## config.mk

```make
export PLATFORM = sky130hd
export DESIGN_NAME = timer_counter
export DESIGN_NICKNAME = d
export VERILOG_FILES = /design/src/rtl/timer_counter_pkg.sv /design/src/rtl/timer_counter.sv
export SDC_FILE = /design/constraint.sdc
export NUM_CORES = 1
export LEC_CHECK = 0
export ABC_CLOCK_PERIOD_IN_PS = 3400
export BUFFER_PORTS_ARGS = -buffer_cell sky130_fd_sc_hd__buf_2
export CAP_MARGIN = 20
export CORE_AREA = 2 2 89 91
export DETAILED_ROUTE_END_ITERATION = 16
export DIE_AREA = 0 0 91 93
export PLACE_DENSITY = 0.84
export SLEW_MARGIN = 20
export SYNTH_ARGS = -nofsm -noshare
export SYNTH_HDL_FRONTEND = slang
export SYNTH_SLANG_ARGS = --single-unit
```

## constraint.sdc

```tcl
create_clock -name clk -period 3.4 [get_ports clk]
set_clock_uncertainty 0.1 [all_clocks]
set_input_delay 0.34 -clock clk [delete_from_list [all_inputs] [get_ports clk]]
set_output_delay 0.34 -clock clk [all_outputs]
set_load 0.01 [all_outputs]
```

## src/rtl/timer_counter_pkg.sv

```systemverilog
// Shared definitions for the memory-mapped countdown timer: register offsets,
// CTRL field layout, mode codes and FSM state encodings.
package timer_counter_pkg;

  localparam logic [3:0] OFF_CTRL   = 4'h0;
  localparam logic [3:0] OFF_PRESET = 4'h4;
  localparam logic [3:0] OFF_COUNT  = 4'h8;

  localparam int unsigned CTRL_EN_BIT   = 0;
  localparam int unsigned CTRL_MODE_LSB = 1;
  localparam int unsigned CTRL_IM_BIT   = 3;

  localparam logic [1:0] MODE_ONESHOT = 2'd0;
  localparam logic [1:0] MODE_RELOAD  = 2'd1;

  typedef enum logic [1:0] {
    ST_IDLE = 2'd0,
    ST_LOAD = 2'd1,
    ST_CNT  = 2'd2,
    ST_INT  = 2'd3
  } state_e;

  // Packed so that bit 0 = EN, bits [2:1] = MODE, bit 3 = IM.
  typedef struct packed {
    logic       im;
    logic [1:0] mode;
    logic       en;
  } ctrl_t;

  function automatic logic [31:0] ctrl_to_word(input ctrl_t c);
    return {28'd0, c};
  endfunction

  function automatic ctrl_t word_to_ctrl(input logic [3:0] w);
    return ctrl_t'(w);
  endfunction

endpackage

```

## src/rtl/timer_counter.sv

```systemverilog
// Programmable countdown timer on the CPU data bus with one-shot and
// auto-reload modes and a registered, maskable interrupt request.
module timer_counter
  import timer_counter_pkg::*;
#(
  parameter logic [31:0] BASE_ADDR = 32'h0000_7F00
) (
  input  logic        clk,
  input  logic        reset,
  input  logic [31:0] addr,
  input  logic [3:0]  byteen,
  input  logic [31:0] wdata,
  output logic [31:0] rdata,
  output logic        irq
);

  state_e      state_q, state_d;
  ctrl_t       ctrl_q, ctrl_d;
  logic [31:0] preset_q, preset_d;
  logic [31:0] count_q, count_d;
  logic        pending_q, pending_d;
  logic        irq_q, irq_d;

  logic        hit_s;
  logic        wr_s;
  logic        ctrl_wr_s;
  logic        preset_wr_s;
  logic [3:0]  off_s;
  logic        fsm_en_clr_s;
  logic        fsm_pend_set_s;
  logic        fsm_pend_clr_s;
  logic        unused_addr_s;

  assign off_s         = {addr[3:2], 2'b00};
  assign hit_s         = (addr[31:4] == BASE_ADDR[31:4]) && (addr[3:2] != 2'b11);
  assign wr_s          = hit_s && (byteen == 4'b1111);
  assign ctrl_wr_s     = wr_s && (off_s == OFF_CTRL);
  assign preset_wr_s   = wr_s && (off_s == OFF_PRESET);
  assign unused_addr_s = ^addr[1:0];

  always_comb begin
    rdata = 32'd0;
    if (hit_s) begin
      case (off_s)
        OFF_CTRL:   rdata = ctrl_to_word(ctrl_q);
        OFF_PRESET: rdata = preset_q;
        OFF_COUNT:  rdata = count_q;
        default:    rdata = 32'd0;
      endcase
    end else begin
      rdata = 32'd0;
    end
  end

  always_comb begin
    state_d        = state_q;
    count_d        = count_q;
    fsm_en_clr_s   = 1'b0;
    fsm_pend_set_s = 1'b0;
    fsm_pend_clr_s = 1'b0;
    case (state_q)
      ST_IDLE: begin
        if (ctrl_q.en) begin
          state_d = ST_LOAD;
        end else begin
          state_d = ST_IDLE;
        end
      end
      ST_LOAD: begin
        count_d = preset_q;
        state_d = ST_CNT;
      end
      ST_CNT: begin
        // Disabling mid-count parks the FSM with COUNT frozen.
        if (!ctrl_q.en) begin
          state_d = ST_IDLE;
        end else if (count_q <= 32'd1) begin
          count_d        = 32'd0;
          fsm_pend_set_s = 1'b1;
          state_d        = ST_INT;
        end else begin
          count_d = count_q - 32'd1;
        end
      end
      ST_INT: begin
        if (ctrl_q.mode == MODE_RELOAD) begin
          fsm_pend_clr_s = 1'b1;
          state_d        = ST_LOAD;
        end else begin
          fsm_en_clr_s = 1'b1;
          state_d      = ST_IDLE;
        end
      end
      default: state_d = ST_IDLE;
    endcase
  end

  // A CTRL bus write overrides any same-edge FSM update of EN or pending.
  always_comb begin
    ctrl_d    = ctrl_q;
    pending_d = pending_q;
    if (ctrl_wr_s) begin
      ctrl_d    = word_to_ctrl(wdata[3:0]);
      pending_d = 1'b0;
    end else begin
      if (fsm_en_clr_s) begin
        ctrl_d.en = 1'b0;
      end else begin
        ctrl_d.en = ctrl_q.en;
      end
      if (fsm_pend_set_s) begin
        pending_d = 1'b1;
      end else if (fsm_pend_clr_s) begin
        pending_d = 1'b0;
      end else begin
        pending_d = pending_q;
      end
    end
    preset_d = preset_wr_s ? wdata : preset_q;
    irq_d    = pending_d & ctrl_d.im;
  end

  always_ff @(posedge clk or posedge reset) begin
    if (reset) begin
      state_q   <= ST_IDLE;
      ctrl_q    <= '0;
      preset_q  <= 32'd0;
      count_q   <= 32'd0;
      pending_q <= 1'b0;
      irq_q     <= 1'b0;
    end else begin
      state_q   <= state_d;
      ctrl_q    <= ctrl_d;
      preset_q  <= preset_d;
      count_q   <= count_d;
      pending_q <= pending_d;
      irq_q     <= irq_d;
    end
  end

  assign irq = irq_q;

endmodule

```

==> run metrics <==
Routed WL per cell 18.3 um; first-pass GRT wire length 19,700 um; routed via count 4,269; worst min path class in2reg; Cells after Synth 448; DR pass1 iterations 5; Total GRT Usage 29.2%; port bufs 100; Num CTS Buffers 9; Skew-Pair Late Insertion Delay 0.36 ns; Area contributors post-synth dfrtp_1 (42%), mux2_1 (7.9%), a22oi_1 (5.6%); WP data arrival 3.10 ns; Iter 0 DRT Violations 391; Initial Util 56.8%; GR Overflow Total 0; H-tree depth 3; Die ar. 0.00846 mm2; RePlAce Congestion 0.961; RSZ-0062 raised after global routing no; top-area cell type share of the netlist area 42.1%; maximum buffer depth of the clock tree 2; most frequent cells in the layout buf_2 (100), dfrtp_1 (72), nor2_1 (53), a22oi_1 (32), mux2_1 (30); Post-route DRC 0; Internal 1.27 mW; Sink Count 72; leakage power 2.63 nW; die width 91 um; Post-DRT Antenna Nets 0; Ports 103; Final Setup Violations 0; status finished, final reports clean; largest net degree at the start of global routing 52; share of power burned in registers 52.3%; final period utilization 86.4%; most common cell after layout, fill and taps aside buf_2; Gate power share 4.9%; Critical Path Start count_q[14]; maximum vdd drop 0.000147 V; Reg2Reg Depth 6; Worst-Margin Slew 0.712 ns; Post CTS Setup Buffer Count 0; required time of the worst setup path 3.56 ns; Seq/Total Area, Yosys 42.1%; fraction of layout cells with a size suffix above 1 27.5%; vias per cell 6.52; FFs w/ async S/R, synth 100%; Yosys cell types 51; clk root buf clkbuf_8; Reg2Reg Setup Slack 0.46 ns; Avg Inst Size Synth 9.55 um2; Rel. slew slack 52.4%; Mapped Nets 520; register bit total from synthesis 72; core area 0.00753 mm2; Worst Setup EP count_q[5]; HPWL Detailed 8460 um; FF-to-FF Start count_q[14]; final WL 12,000 um; Clock transition at path regs 0.07 ns; sw frac 22.6%; CP Class reg2reg; Crit. End Element register; pwr dens 320 mW/mm2; Rows 32; EDFF count, synth 0; number of global-route vias before repair 4,197; Synthesis Warnings 0; Clock Power Share 42.9%; height of the die 93 um; Worst R2R End count_q[5]; n_diodes 0; Max FO, Critical Path 7; nets 620; HP Start wdata[8]; Synth-to-Final Area Change 19.8%; # resized after CTS 0; main flop type after synthesis dfrtp_1; Final Hold Fails 0; TritonCTS clock tree yes; switching power 0.370 mW; Final Critical Period 2.94 ns; setup tns final 0 ns; WHS 0.0878 ns; area leader, netlist dfrtp_1; Post-Synthesis Cell Area 0.00428 mm2; antenna violations before repair 0; Pins Over Slew Limit 0; startpoint types register; max-cap violations 0; Fmax 0.340 GHz
layer usage:
metal / vias up / share of wire, % / track usage, %
met5: - / 0 / 0
met4: 0 / 3.5 / 15.4
met3: 45 / 9.4 / 5.88
met2: 287 / 49 / 48.7
met1: 2012 / 39 / 35.9
li1: 1925 / - / -
sequential cells by signal, summed over array words and instances (netlist names):
register and cells:
count_q 32, state_q 2, preset_q 32, irq 1, pending_q 1, ctrl_q 4
critical path: stages, from the launching register on:
cell and delay (ns):
dfrtp_1 0.45, nor4_1 0.64, nand4_1 0.43, o31ai_2 0.62, buf_4 0.25, o21ai_0 0.13, a21o_1 0.21
stage by stage:
step / utilization [%] / setup WS [ns] / instance area, um2 / total power [mW] / instances
floorplan: - / 0.874 / 4280 / 0.905 / 448
global placement: 65.3 / 0.708 / 4910 / 0.950 / 638
detailed placement: 65.3 / 0.617 / 4910 / 0.953 / 638
CTS: 68.1 / 0.580 / 5120 / 1.64 / 655
global route: 68.1 / 0.417 / 5120 / 1.68 / 655
finish: 68.1 / 0.463 / 5120 / 1.64 / 655
how the worst min path moves through the flow:
stage	end	slack (ns)	cells past startpoint
CTS	preset_q[22]	0.08	2
global route	preset_q[11]	0.09	2
detailed placement	preset_q[9]	0.27	2
floorplan	count_q[20]	0.36	2
finish	preset_q[8]	0.09	2
global placement	preset_q[9]	0.26	2
power groups by stage:
stage                     sequential (mW)  combinational, mW  clock, mW
after floorplan                     0.873             0.0319          0
after global placement              0.873             0.0778          0
after detailed placement            0.873             0.0803          0
after CTS                           0.856             0.0812      0.704
after global routing                0.855             0.0898      0.734
final                               0.856             0.0800      0.702
cells by family after synthesis:
logic type / after synthesis / synth area share, %
muxes: 40 / 10.4
buffers and inverters: 39 / 4.01
DFF: 72 / 42.1
AOI/OAI and AO/OA: 120 / 19.9
and+or+nand+nor: 175 / 22.9
adders and majority gates: 2 / 0.585
cell usage after synthesis, types with 4 or more instances:
cell / number
a22oi_1: 32
nor2b_1: 4
nand4_1: 7
a31oi_1: 5
o211ai_1: 9
or3_1: 12
dfrtp_1: 72
o21ai_0: 12
o311ai_0: 6
and3_1: 9
nand3_1: 16
o41ai_1: 8
or4_1: 10
mux2i_1: 4
nor3_1: 9
clkbuf_1: 25
inv_1: 9
nor2_1: 53
nand2_1: 24
mux2_1: 30
mux2_2: 6
a21oi_1: 24
nor4_1: 7
area by class of cell:
type	instances	area (um2)
fill	613	2400
sequential	72	1800
clock buffer	13	159
tap	102	128
multi-input combinational	337	2320
inverter	9	33.8
clock inverter	3	40.0
timing repair buffer	119	646
timing repair:
action,4_1_cts,5_1_grt
hold buffers,1,0
hold endpoints to repair,21,0
setup endpoints to repair,0,0
(Power assumes the default switching activity.)
